`config.mk`:
```
export PLATFORM = sky130hd
export DESIGN_NAME = v_hier_subsub_arb
export DESIGN_NICKNAME = d
export VERILOG_FILES = /design/src/rtl/v_hier_subsub_arb.sv
export SDC_FILE = /design/constraint.sdc
export NUM_CORES = 1
export LEC_CHECK = 0
export ABC_AREA = 1
export CAP_MARGIN = 20
export CELL_PAD_IN_SITES_DETAIL_PLACEMENT = 1
export CELL_PAD_IN_SITES_GLOBAL_PLACEMENT = 2
export CORE_MARGIN = 5
export CORE_UTILIZATION = 31
export CTS_CLUSTER_DIAMETER = 40
export DETAILED_ROUTE_END_ITERATION = 10
export PLACE_DENSITY_LB_ADDON = 0.1
export SYNTH_ARGS = -nofsm -noshare
export SYNTH_HDL_FRONTEND = slang
export SYNTH_SLANG_ARGS = --single-unit
```
`constraint.sdc`:
```
create_clock -name clk -period 3.5 [get_ports clk]
set_input_delay 0.525 -clock clk [delete_from_list [all_inputs] [get_ports clk]]
set_output_delay 0.525 -clock clk [all_outputs]
set_load 0.01 [all_outputs]
```
`src/rtl/v_hier_subsub_arb.sv`:
```
// Round-robin arbiter sharing one 1-bit v_hier_subsub lane among NREQ requesters,
// with a per-grant burst limit and a registered, strobed return path.
module v_hier_subsub_arb #(
  parameter int unsigned NREQ     = 4,
  parameter int unsigned MAXBURST = 4
) (
  input  logic            clk,
  input  logic            rst,
  input  logic [NREQ-1:0] req,
  input  logic [NREQ-1:0] a_in,
  output logic [NREQ-1:0] gnt,
  output logic            lane_a,
  input  logic            lane_q,
  output logic [NREQ-1:0] q_out,
  output logic [NREQ-1:0] q_vld,
  output logic            busy
);

  localparam int unsigned PW = (NREQ > 1) ? $clog2(NREQ) : 1;
  localparam int unsigned CW = $clog2(MAXBURST + 1);

  typedef enum logic {IDLE, GRANT} state_t;

  state_t          state_q, state_d;
  logic [PW-1:0]   g_q, g_d;
  logic [PW-1:0]   ptr_q, ptr_d;
  logic [CW-1:0]   cnt_q, cnt_d;
  logic [NREQ-1:0] gnt_d, q_out_d, q_vld_d;
  logic [PW-1:0]   g_nxt;
  logic [NREQ-1:0] others;
  logic [PW:0]     pick_idle, pick_rot;

  // First requester at or after base (wrapping); MSB flags that one was found.
  function automatic logic [PW:0] pick_f(input logic [NREQ-1:0] r, input logic [PW-1:0] base);
    logic [PW:0] res;
    int unsigned idx;
    res = '0;
    for (int unsigned k = 0; k < NREQ; k++) begin
      idx = (32'(base) + k) % NREQ;
      if (!res[PW] && r[idx[PW-1:0]]) res = {1'b1, idx[PW-1:0]};
    end
    return res;
  endfunction

  function automatic logic [NREQ-1:0] onehot_f(input logic [PW-1:0] i);
    logic [NREQ-1:0] o;
    o    = '0;
    o[i] = 1'b1;
    return o;
  endfunction

  // Lane drive and busy flag are decoded straight from the registered grant.
  assign lane_a = |(gnt & req & a_in);
  assign busy   = |gnt;

  // Requester after the current grant, wrapping at NREQ-1.
  assign g_nxt     = (g_q == PW'(NREQ - 1)) ? '0 : g_q + PW'(1);
  assign others    = req & ~gnt;
  assign pick_idle = pick_f(req, ptr_q);
  assign pick_rot  = pick_f(others, g_nxt);

  // Next-state, grant, burst counter and return-path decode.
  always_comb begin
    state_d = state_q;
    g_d     = g_q;
    ptr_d   = ptr_q;
    cnt_d   = cnt_q;
    gnt_d   = gnt;
    q_out_d = q_out;
    q_vld_d = '0;
    case (state_q)
      IDLE: begin
        if (pick_idle[PW]) begin
          state_d = GRANT;
          g_d     = pick_idle[PW-1:0];
          gnt_d   = onehot_f(pick_idle[PW-1:0]);
          cnt_d   = CW'(1);
        end
      end
      GRANT: begin
        if (!req[g_q]) begin
          // Release: no transfer this cycle, hand over or fall idle.
          ptr_d = g_nxt;
          if (pick_rot[PW]) begin
            g_d   = pick_rot[PW-1:0];
            gnt_d = onehot_f(pick_rot[PW-1:0]);
            cnt_d = CW'(1);
          end else begin
            state_d = IDLE;
            gnt_d   = '0;
            cnt_d   = '0;
          end
        end else begin
          // Transfer cycle: capture the lane result for the granted requester.
          q_out_d[g_q] = lane_q;
          q_vld_d[g_q] = 1'b1;
          if (cnt_q < CW'(MAXBURST)) begin
            cnt_d = cnt_q + CW'(1);
          end else if (pick_rot[PW]) begin
            ptr_d = g_nxt;
            g_d   = pick_rot[PW-1:0];
            gnt_d = onehot_f(pick_rot[PW-1:0]);
            cnt_d = CW'(1);
          end else begin
            cnt_d = CW'(1);
          end
        end
      end
      default: begin
        state_d = IDLE;
        gnt_d   = '0;
      end
    endcase
  end

  // State and output registers; reset discards any in-flight transfer.
  always_ff @(posedge clk or posedge rst) begin
    if (rst) begin
      state_q <= IDLE;
      g_q     <= '0;
      ptr_q   <= '0;
      cnt_q   <= '0;
      gnt     <= '0;
      q_out   <= '0;
      q_vld   <= '0;
    end else begin
      state_q <= state_d;
      g_q     <= g_d;
      ptr_q   <= ptr_d;
      cnt_q   <= cnt_d;
      gnt     <= gnt_d;
      q_out   <= q_out_d;
      q_vld   <= q_vld_d;
    end
  end

endmodule

```
==> impl_metrics.toml, run 1 <==
[run_status]
status = "finished clean"

[finish]
n_fill_cell = 678
final_cells = 342
drive_above_1_share_pct = 10.3
antenna_cells = 0
final_cell_mix = "nand2_1 (93), inv_1 (29), clkdlybuf4s50_1 (24)"
area_growth_pct = 24.5
layout_commonest_cell = "nand2_1"
fin_nets = 289
final_area_mm2 = 0.00197

[synthesis]
syn_area_mm2 = 0.00158
synth-seq-cells = 20
synthXorXnorAreaFrac_pct = 0
synth-adder-area-share_pct = 3.95
synth_top_family_by_area = "simple AND/OR/NAND/NOR gates"
synth_fp_nets = 262
synth.distinct_cells = 26
ys_seq_area_share_pct = 31.6
syn_area_per_cell_um2 = 6.43
yosysWarnings = 0
synth-simple-area-share_pct = 47.0
synth_compound_area_share_pct = 8.46
synthMuxAreaShare_pct = 0
syn_inst = 246

[route]
top_layer = "met4"
drtIter0Drc = 38
num_vias = 1619
drc = 0
drtPass1Iterations = 4
via_per_inst = 4.73
postRouteAntennaNets = 0
wl_met1_um = 2300
met3_length_um = 172
met2_length_um = 2260
wl_per_cell_um = 14.1
drt-total-wl_um = 4810

[clock_tree]
hold_buffers = 0
cts_tree = "done"
worst_skew_pair.late_latency_ns = 0.27
cts_resized = 0
cts_max_level = 1
cts_root_buf = "clkbuf_8"
clock-sinks = 20
cts_made_buffers = 3
max-clock-path-buffers = 2
post-cts-setup-buffers = 0
clkTransAtPathRegs_ns = 0.08

[die]
io_pins = 25
fp.dieH_um = 81.5
dieArea_mm2 = 0.00663
core-area_mm2 = 0.00504
initial_core_util_pct = 31.4
die_w_um = 81.5
rows = 26

[placement]
placedCellCount = 338
gp_congestion = 0.831
dp_hpwl_um = 3930
place_area_mm2 = 0.00190
portBuffers = 24

[global_routing]
grt_pass1_wl_um = 8690
grtUsageTotal_pct = 17.2
antenna_found_initial = 0
grt_pass1_vias = 1784
grt_max_degree = 21
overflow = 0

[setup_path]
crit_path_end_kind = "register"
crit_fanout = 9
crit_required_ns = 3.67
path_class = "register to register"
arrival_ns = 2.68
start_kind = "register"

[sta]
finalHoldViolCount = 0
max_slew_margin_pct = 43.5
layout_min_cycle_time_ns = 2.51
worst_slew_pin_slew_ns = 0.847
setup_viol = 0
finClkSkew_ns = 0.00476
tns_ns = 0
rsz0062_at_grt = "no"
slew_violations = 0
timing.fmax_mhz = 399
fin_crit_sh_pct = 71.7

[min_path]
hp-class = "register to register"

[flow_run]
max_cap_violations = 0
## per-stage QoR
stage                     util [%]  worst slack, ns  hold WS (ns)
final                         39.1            0.991         0.531
after global routing          39.1            0.757         0.570
after CTS                     39.1            0.972         0.538
after detailed placement      37.7            0.945         0.515
after global placement        37.7            0.937         0.506
after floorplan                  -             1.42         0.489
## cell families after synthesis
logic type / after synthesis
and+or+nand+nor: 162
adders and majority gates: 5
AOI/OAI and AO/OA: 23
buffers and inverters: 36
DFF: 20
## final cells by class
cell class,count,area (um2),share of cell area [%]
clock buffer,3,41.3,2.10
clock inverter,1,30.0,1.52
inverter,34,130,6.60
multi-input combinational,190,941,47.7
sequential,20,500,25.4
tap,70,87.6,4.44
timing repair buffer,24,240,12.2
## worst max-delay path: stages, from the launching register on
cell	delay, ns
dfrtp_1	0.57
inv_2	0.11
ha_1	0.40
inv_1	0.22
nand2_1	0.10
nand2_2	0.10
nand3_1	0.14
nand2_1	0.16
nand4_1	0.11
nand2_1	0.11
nand2_1	0.11
nand3_1	0.10
nand2_1	0.06
nand2_1	0.06
nand2_1	0.05
## flip-flops by register name, summed over array words and instances, names as in the netlist
register  flops
gnt           4
q_out         4
q_vld         4
cnt_q         3
g_q           2
ptr_q         2
state_q       1
## path summary, 6_finish.rpt
path | startpoint | slack, ns | to | cells past startpoint
worst max register to register | g_q[0] | 0.99 | gnt[0] | 14
max in group asynchronous | rst | 2.26 | q_vld[2] | 2
worst min register to register | q_out[2] | 0.53 | q_out[2] | 2
worst max-delay path | g_q[0] | 0.99 | gnt[0] | 14
min in group asynchronous | rst | 0.72 | g_q[0] | 2
worst min-delay path | q_out[2] | 0.53 | q_out[2] | 2
## cells in the mapped netlist
library cell / n / share of area, %
a21oi_1: 7 / 2.2
a31oi_1: 1 / 0.40
buf_1: 1 / 0.24
buf_4: 1 / 0.47
clkinv_1: 1 / 0.24
dfrtp_1: 20 / 32
ha_1: 5 / 4.0
inv_1: 29 / 6.9
inv_2: 3 / 0.71
inv_4: 1 / 0.40
nand2_1: 93 / 22
nand2_2: 10 / 4.0
nand2_4: 2 / 1.4
nand3_1: 22 / 7.0
nand3_4: 1 / 1.1
nand3b_1: 1 / 0.47
nand4_1: 9 / 3.6
nor2_1: 18 / 4.3
nor2_2: 2 / 0.79
nor2_4: 3 / 2.1
nor3_1: 1 / 0.32
o211ai_1: 1 / 0.47
o21ai_0: 7 / 2.2
o21ai_1: 5 / 1.6
o21ai_2: 1 / 0.55
o21ai_4: 1 / 1.0
## layer usage
layer | global-route usage [%] | up-vias
met5 | 0 | -
met4 | 5.74 | 0
met3 | 2.85 | 6
met2 | 28.9 | 26
met1 | 22.2 | 756
li1 | - | 831
Power of run 1 is left out: the tool's default activity adds up to more than one toggle a clock period on the data nets, which glitch-free logic cannot reach.
==> run 2, diff against run 1 <==
- CORE_UTILIZATION: 31 -> 26
- clock period: 3.5 -> 2.16 ns (I/O delays scaled with it)
==> run 2 against run 1 <==
Effect of this change: clock skew down 0.0021 ns; fmax up 21%; sequential share of layout area down 4.2 points; largest cell class unchanged.
==> impl_metrics.toml, run 2 (synthesized netlist as in run 1, its figures left out) <==
[sta]
setup_viol = 0
fin_crit_sh_pct = 96.3
layout_min_cycle_time_ns = 2.08
finClkSkew_ns = 0.00263
max_slew_margin_pct = 76.1
worst_slew_pin_slew_ns = 0.355
finalHoldViolCount = 0
fin_ws_ns = 0.0788
slew_violations = 0
timing.fmax_mhz = 481
holdWs_ns = 0.409
rsz0062_at_grt = "yes"

[global_routing]
overflow = 0
antenna_found_initial = 0
grtUsageTotal_pct = 15.1
grt_pass1_vias = 1903
grt_max_degree = 21
grt_pass1_wl_um = 9200

[setup_path]
worstRegToRegCells = 14
start_kind = "register"
rrSetupSlack_ns = 0.08
crit_fanout = 7
crit_required_ns = 2.37
r2r-start = "g_q[1]"
worstReg2RegEnd = "gnt[3]"
path_class = "register to register"
arrival_ns = 2.29
crit_path_end_kind = "register"

[route]
wl_per_cell_um = 14.2
postRouteAntennaNets = 0
drc = 0
via_per_inst = 4.61
drtPass1Iterations = 4
drtIter0Drc = 47
drt-total-wl_um = 5420
num_vias = 1756

[finish]
final_cell_mix = "nand2_1 (77), buf_4 (30), inv_1 (27)"
n_fill_cell = 781
multi_input_area_mm2 = 0.00109
antenna_cells = 0
final_cells = 381
area_growth_pct = 50.5
layout_commonest_cell = "nand2_1"
fin_nets = 323
drive_above_1_share_pct = 31.7
regArea_um2 = 504
reg_top3 = "gnt (4), q_out (4), q_vld (4)"

[clock_tree]
clkTransAtPathRegs_ns = 0.08
worst_skew_pair.late_latency_ns = 0.26
cts_made_buffers = 3
clock-sinks = 20
cts_max_level = 1
max-clock-path-buffers = 2
cts_root_buf = "clkbuf_8"
hold_buffers = 0
cts_tree = "done"

[run_status]
status = "finished clean"

[flow_run]
max_cap_violations = 0

[die]
io_pins = 25
rows = 28
core-area_mm2 = 0.00592
initial_core_util_pct = 26.7
dieArea_mm2 = 0.00775
fp.dieH_um = 88.0
die_w_um = 88.0

[placement]
pre_cts_slack_ns = -0.119
portBuffers = 24
dp_hpwl_um = 4490
placedCellCount = 373
gp_congestion = 0.824

[min_path]
hp-class = "primary input to asynchronous set/reset pin"
==> run 2: cell count changes in the layout (fill, tap and decap cells not counted), moves of 3 or more <==
| cell | previous run | this run |
|---|---|---|
| buf_4 | 0 | 30 |
| nand2_1 | 93 | 77 |
| nand2_4 | 2 | 5 |
| nor2_4 | 3 | 7 |
| nand3_1 | 22 | 17 |
| nand2_2 | 10 | 23 |
| buf_6 | 0 | 4 |
| dfrtp_1 | 20 | 17 |
| nor2_1 | 18 | 13 |
| dfrtp_2 | 0 | 3 |
| nand3_2 | 0 | 5 |
==> run 2: per-layer routing <==
metal	global-route usage [%]	vias up	wire, um
li1	-	901	-
met1	20.1	826	2640
met2	27.0	27	2630
met3	2.16	2	129
met4	1.37	0	20
met5	0	-	0
==> run 2: worst max-delay path: stages, from the launching register on <==
cell	delay, ns
dfrtp_2	0.46
ha_4	0.19
nor2_4	0.26
nand2_2	0.12
nand2_2	0.09
nand2_2	0.06
nand2_4	0.09
buf_6	0.09
nand4_1	0.10
nand2_2	0.16
buf_6	0.11
nand4_1	0.09
nand2_1	0.09
nand2_1	0.05
nand2_1	0.06
==> run 2: through the flow <==
| step | cell area, um2 | TNS [ns] | utilization [%] |
|---|---|---|---|
| 4_1_cts | 2200 | 0 | 37.2 |
| 3_3_place_gp | 2130 | -0.502 | 36.0 |
| 5_1_grt | 2380 | -0.240 | 40.2 |
| 6_report | 2380 | 0 | 40.2 |
| 2_1_floorplan | 1580 | 0 | - |
| 3_5_place_dp | 2130 | -0.502 | 36.0 |
==> run 2: timing repair <==
| action | in CTS | in global routing |
|---|---|---|
| setup buffers | 0 | 4 |
| gates resized for setup | 4 | 45 |
| endpoints found under the setup margin | 8 | 8 |
| pin swaps | 0 | 23 |
==> run 2: how the worst max path moves through the flow <==
stage / slack [ns] / depth (start not counted) / start / endpoint
floorplan: 0.08 / 14 / g_q[0] / gnt[0]
global placement: -0.13 / 14 / g_q[0] / gnt[0]
detailed placement: -0.12 / 13 / req[3] / g_q[1]
CTS: 0.03 / 15 / g_q[0] / g_q[0]
global route: -0.07 / 14 / g_q[1] / gnt[3]
finish: 0.08 / 14 / g_q[1] / gnt[3]
==> run 2: final cells by class <==
class	count	share of cell area, %
clock buffers	4	2.31
inverters	34	5.57
multi-input cells	190	45.6
flip-flops and latches	20	21.2
well taps	75	3.94
repair buffers	58	21.4
Power of run 2 is left out for the same reason.
==> run 3, diff against run 2 <==
- GPL_ROUTABILITY_DRIVEN: unset -> 1
==> results of run 3 <==
No change in the layout: final DEF, timing and power equal those of run 2.
Power of run 3 is left out for the same reason.
==> RTL change 1 (config.mk and constraints of run 3) <==
Set the parameter `NREQ` to 2 (it was 4).
--- a/src/rtl/v_hier_subsub_arb.sv
+++ b/src/rtl/v_hier_subsub_arb.sv
@@ -3,3 +3,3 @@
 module v_hier_subsub_arb #(
-  parameter int unsigned NREQ     = 4,
+  parameter int unsigned NREQ     = 2,
   parameter int unsigned MAXBURST = 4
Interface: changed (5 resized); port bits go from 25 to 15. No check against the original RTL was run, so the function may have changed too.
==> RTL change 1 against run 3 <==
  * Routed wire length shrank 71%
  * Synthesized cell count shrank 66%
  * Die area is 56% lower
  * Cell area is 66% lower
  * First-iteration DRC count fell by 89%
  * Sequential share of layout area increased by 16 points
  * Via count shrank 68%
  * Sequential cell count fell by 8
  * Final cell count decreased by 66%
  * Area after synthesis shrank 61%
  * Global-route usage decreased by 4.5 points
  * Worst setup slack improved by 0.18 ns
  * Critical path type is now in2out
==> RTL change 1: results (changes against run 3) <==
- The flow ran to the end, and the final reports show no timing, DRC or antenna violations.
- Antenna violations before repair: 0 (unchanged)
- The via count of the first global-routing pass was 591 (-69%).
* Clock skew: 0.00326 ns (+0.000631 ns)
- Post-CTS repair timing setup buffer count: 0 (unchanged)
- The maximum number of pins on one net before global-route repair is 13 (-38%).
- Final Instance Count excl. Fillers: 128 (-66%)
- The commonest cells after synthesis are 37 x nand2_1, 12 x dfrtp_1, 11 x inv_1, 8 x nand3_1, 5 x nor2_1.
- Delay of the slowest critical-path stage: 0.55 ns (+0.09 ns)
* Flop2flop setup slack: 0.93 ns (+0.85 ns)
* First-iteration detailed-routing DRC count: 5 (-89%)
- HPWL after detailed placement: 1310 um (-71%)
* DR WL/cell: 12.3 um (-13%)
- The post-synthesis net count came to 91 (-65%).
- The total global routing track utilization was 10.7% (-4.5 points).
- In this run the critical register-to-register path is captured at gnt[0].
- Number of filler cells placed in the layout: 292 (-63%)
- Buffer cell driving the clock tree root: clkbuf_4
- Worst Path Max Fanout: 5 (-2)
- Origin of the critical flop-to-flop path: state_q
- CP Capture Point: lane_a
- Total via count after detailed routing: 565 (-68%)
* Leading cell types by total area after synthesis: dfrtp_1 49%, nand2_1 23%, inv_1 6.8%
- The worst slack at placement was 0.242 ns (+0.361 ns).
* Syn Area/Cell: 7.36 um2 (+14%)
- CP Launch Point: req[1]
* Library cells used by synthesis: 13 (-50%)
* Wire length of the first global-routing pass: 2740 um (-70%)
* Post-placement cell area: 786 um2 (-63%)
* Highest-delay cell along the critical path: clkdlybuf4s50_1
* Share of cells above drive strength 1: 7.00% (-25 points)
- The number of nets at the end of the flow was 110 (-66%).
* Combined area of the multi-input logic cells: 265 um2 (-76%)
* Final weighted congestion in routability-driven placement: 0.763 (-7.4%)
- Resized Gates After CTS: 0 (-4)
- Depth of the worst register-to-register path: 6 (-8)
- The post-synthesis compound-gate area fraction is 6.35% (-2.1 points).
- Total instance count after detailed placement: 125 (-66%)
* Crit path arrival time: 1.58 ns (-0.71 ns)
- Input/output buffers: 14 (-42%)
- Post-synthesis sequential area ratio: 49.2% (+18 points)
==> RTL change 1: changes by cell type in the layout (fill, tap and decap cells not counted), sizes merged, moves of 8 or more <==
cell / delta
inv: -21
nand3: -14
buf: -34
nor2: -17
dfrtp: -8
nand2: -68
o21ai: -12
clkdlybuf4s50: -10
nand4: -9
==> RTL change 1: metal layers <==
layer	wire length [um]	vias to the layer above	global-route usage, %	part of all wire (%)
met4	13	0	2.98	0.82
met1	722	267	13.0	46
met2	771	7	17.1	49
met5	0	-	0	0
met3	68	2	4.61	4.3
li1	-	289	-	-
==> RTL change 1: worst min-delay path by stage <==
stage	start	endpoint	slack (ns)	depth (start not counted)
after floorplan	rst	cnt_q[0]	0.19	1
after detailed placement	ptr_q	ptr_q	0.48	2
after CTS	rst	state_q	0.38	2
after global routing	rst	state_q	0.41	2
final	rst	state_q	0.36	2
after global placement	ptr_q	ptr_q	0.47	2
==> RTL change 1: area by class of cell <==
class / instances / share of cell area [%]
Clock buffer: 3 / 2.79
Tap cell: 28 / 4.33
Timing Repair Buffer: 14 / 17.3
Multi-Input combinational cell: 59 / 32.8
Inverter: 12 / 5.57
Sequential cell: 12 / 37.2
==> RTL change 1: power groups by stage <==
| stage | clock network [W] | logic (W) | registers [W] |
|---|---|---|---|
| floorplan | 0 | 0.000283 | 0.000402 |
| global placement | 0 | 0.000510 | 0.000395 |
| detailed placement | 0 | 0.000521 | 0.000399 |
| global route | 0.000160 | 0.000581 | 0.000406 |
| CTS | 0.000145 | 0.000523 | 0.000394 |
| finish | 0.000137 | 0.000511 | 0.000391 |
==> RTL change 1: critical path: cells and delay by family <==
family        cells  cell delay (ns)
buf+inv           2             1.08
simple gates      2             0.17
==> RTL change 2 (flow settings as in run 3) <==
Made on the original files. Make the reset (`rst`) synchronous in one clocked block.
--- a/src/rtl/v_hier_subsub_arb.sv
+++ b/src/rtl/v_hier_subsub_arb.sv
@@ -116,3 +116,3 @@
   // State and output registers; reset discards any in-flight transfer.
-  always_ff @(posedge clk or posedge rst) begin
+  always_ff @(posedge clk) begin
     if (rst) begin
Behaviour: differs if rst is asserted again (counterexample within 4 cycles, from zero or initial values and one cycle with rst high); with rst held inactive, the same outputs for 4 cycles.
==> RTL change 2 against run 3 <==
  * Worst setup slack improved by 0.11 ns
  * Utilization fell by 5.1 points
  * Largest cell class unchanged
  * Cell area fell by 5.7%
  * Sequential cell count did not move
  * Routed wire length fell by 3.1%
  * Area after synthesis rose by 8.5%
==> RTL change 2: results (changes against run 3) <==
- The detailed route wirelength on metal3 was 166 um (+29%).
- The met3 global-route usage is 1.90% (-0.26 points).
- The via count of the first global-routing pass was 1,898 (-0.26%).
* Post-placement cell area: 2180 um2 (+2.2%)
- The number of CTS-inserted buffers was 3 (unchanged).
- Share of cells above drive strength 1: 23.1% (-8.6 points)
- Number of nets in the synthesized netlist: 288 (+9.9%)
* Met2 GRT Util: 21.9% (-5.1 points)
- Clock skew: 0.00444 ns (+0.00181 ns)
* Minimum period implied by the final worst setup slack: 1.97 ns (-0.110 ns)
- The worst slack at placement came to -0.103 ns (+0.0156 ns).
- DR WL met2: 2370 um (-9.8%)
- The data arrival time of the critical path came to 2.14 ns (-0.15 ns).
* DR WL/cell: 13.4 um (-6.0%)
- Overall global routing resource usage: 13.4% (-1.8 points)
* Worst Path Max Fanout: 6 (-1)
* First-iteration detailed-routing DRC count: 74 (+57%)
- Async SR Flop Fraction: 0% (-100 points)
- Outcome: finished clean
- The total half-perimeter wirelength after legalization and detailed placement came to 4440 um (-1.1%).
- The number of gates resized after cts is 0 (-4).
- Final #Nets: 333 (+3.1%)
- The min-delay analysis places its worst path in the category reg2reg.
* Leading cell types by total area after synthesis: dfxtp_1 23%, nand2_1 20%, nand3_1 8.4%
- The number of filler cells placed in the layout was 840 (+7.6%).
- Delay of the slowest critical-path stage: 0.37 ns (-0.09 ns)
* WL met1: 2660 um (+0.80%)
## RTL change 2: layout make-up
cell class | instances | area (um2) | share of cell area, %
inverter | 33 | 126 | 5.63
timing repair buffer | 44 | 390 | 17.4
sequential | 20 | 402 | 17.9
tap | 77 | 96.3 | 4.29
multi-input combinational | 215 | 1180 | 52.4
clock buffer | 4 | 55.1 | 2.45
## RTL change 2: report_power, final
part / switching [W] / internal, W / total, W
logic: 0.00159 / 0.000983 / 0.00257
clock network: 0.000135 / 0.000163 / 0.000298
registers: 0.0000733 / 0.000447 / 0.000520
## RTL change 2: metrics by stage
stage / power (W) / cells / hold slack (ns)
after floorplan: 0.00231 / 272 / 0.439
after global placement: 0.00310 / 389 / 0.453
after detailed placement: 0.00312 / 389 / 0.456
after CTS: 0.00344 / 393 / 0.469
after global routing: 0.00375 / 393 / 0.502
final: 0.00339 / 393 / 0.465
## RTL change 2: path summary, 6_finish.rpt
kind                  from        to  slack (ns)  depth (start not counted)
setup / recovery    g_q[0]    gnt[1]        0.19                         15
hold / removal    cnt_q[2]  cnt_q[2]        0.46                          2
setup reg to reg    g_q[0]    gnt[1]        0.19                         15
hold reg to reg   cnt_q[2]  cnt_q[2]        0.46                          2
## RTL change 2: critical path: cells and delay by family, from the launching register on
kind / cells / cell delay, ns
simple gates: 11 / 0.90
flops: 1 / 0.37
fa+ha+maj: 1 / 0.35
buf+inv: 3 / 0.26
## RTL change 2: cells by family (layout without fill, tap and decap cells)
| group | count (synthesis) | in the layout | share of synthesized area (%) |
|---|---|---|---|
| simple gates | 189 | 189 | 57.2 |
| buf+inv | 37 | 81 | 8.89 |
| compound gates | 21 | 21 | 6.99 |
| flops | 20 | 20 | 23.3 |
| fa+ha+maj | 5 | 5 | 3.64 |
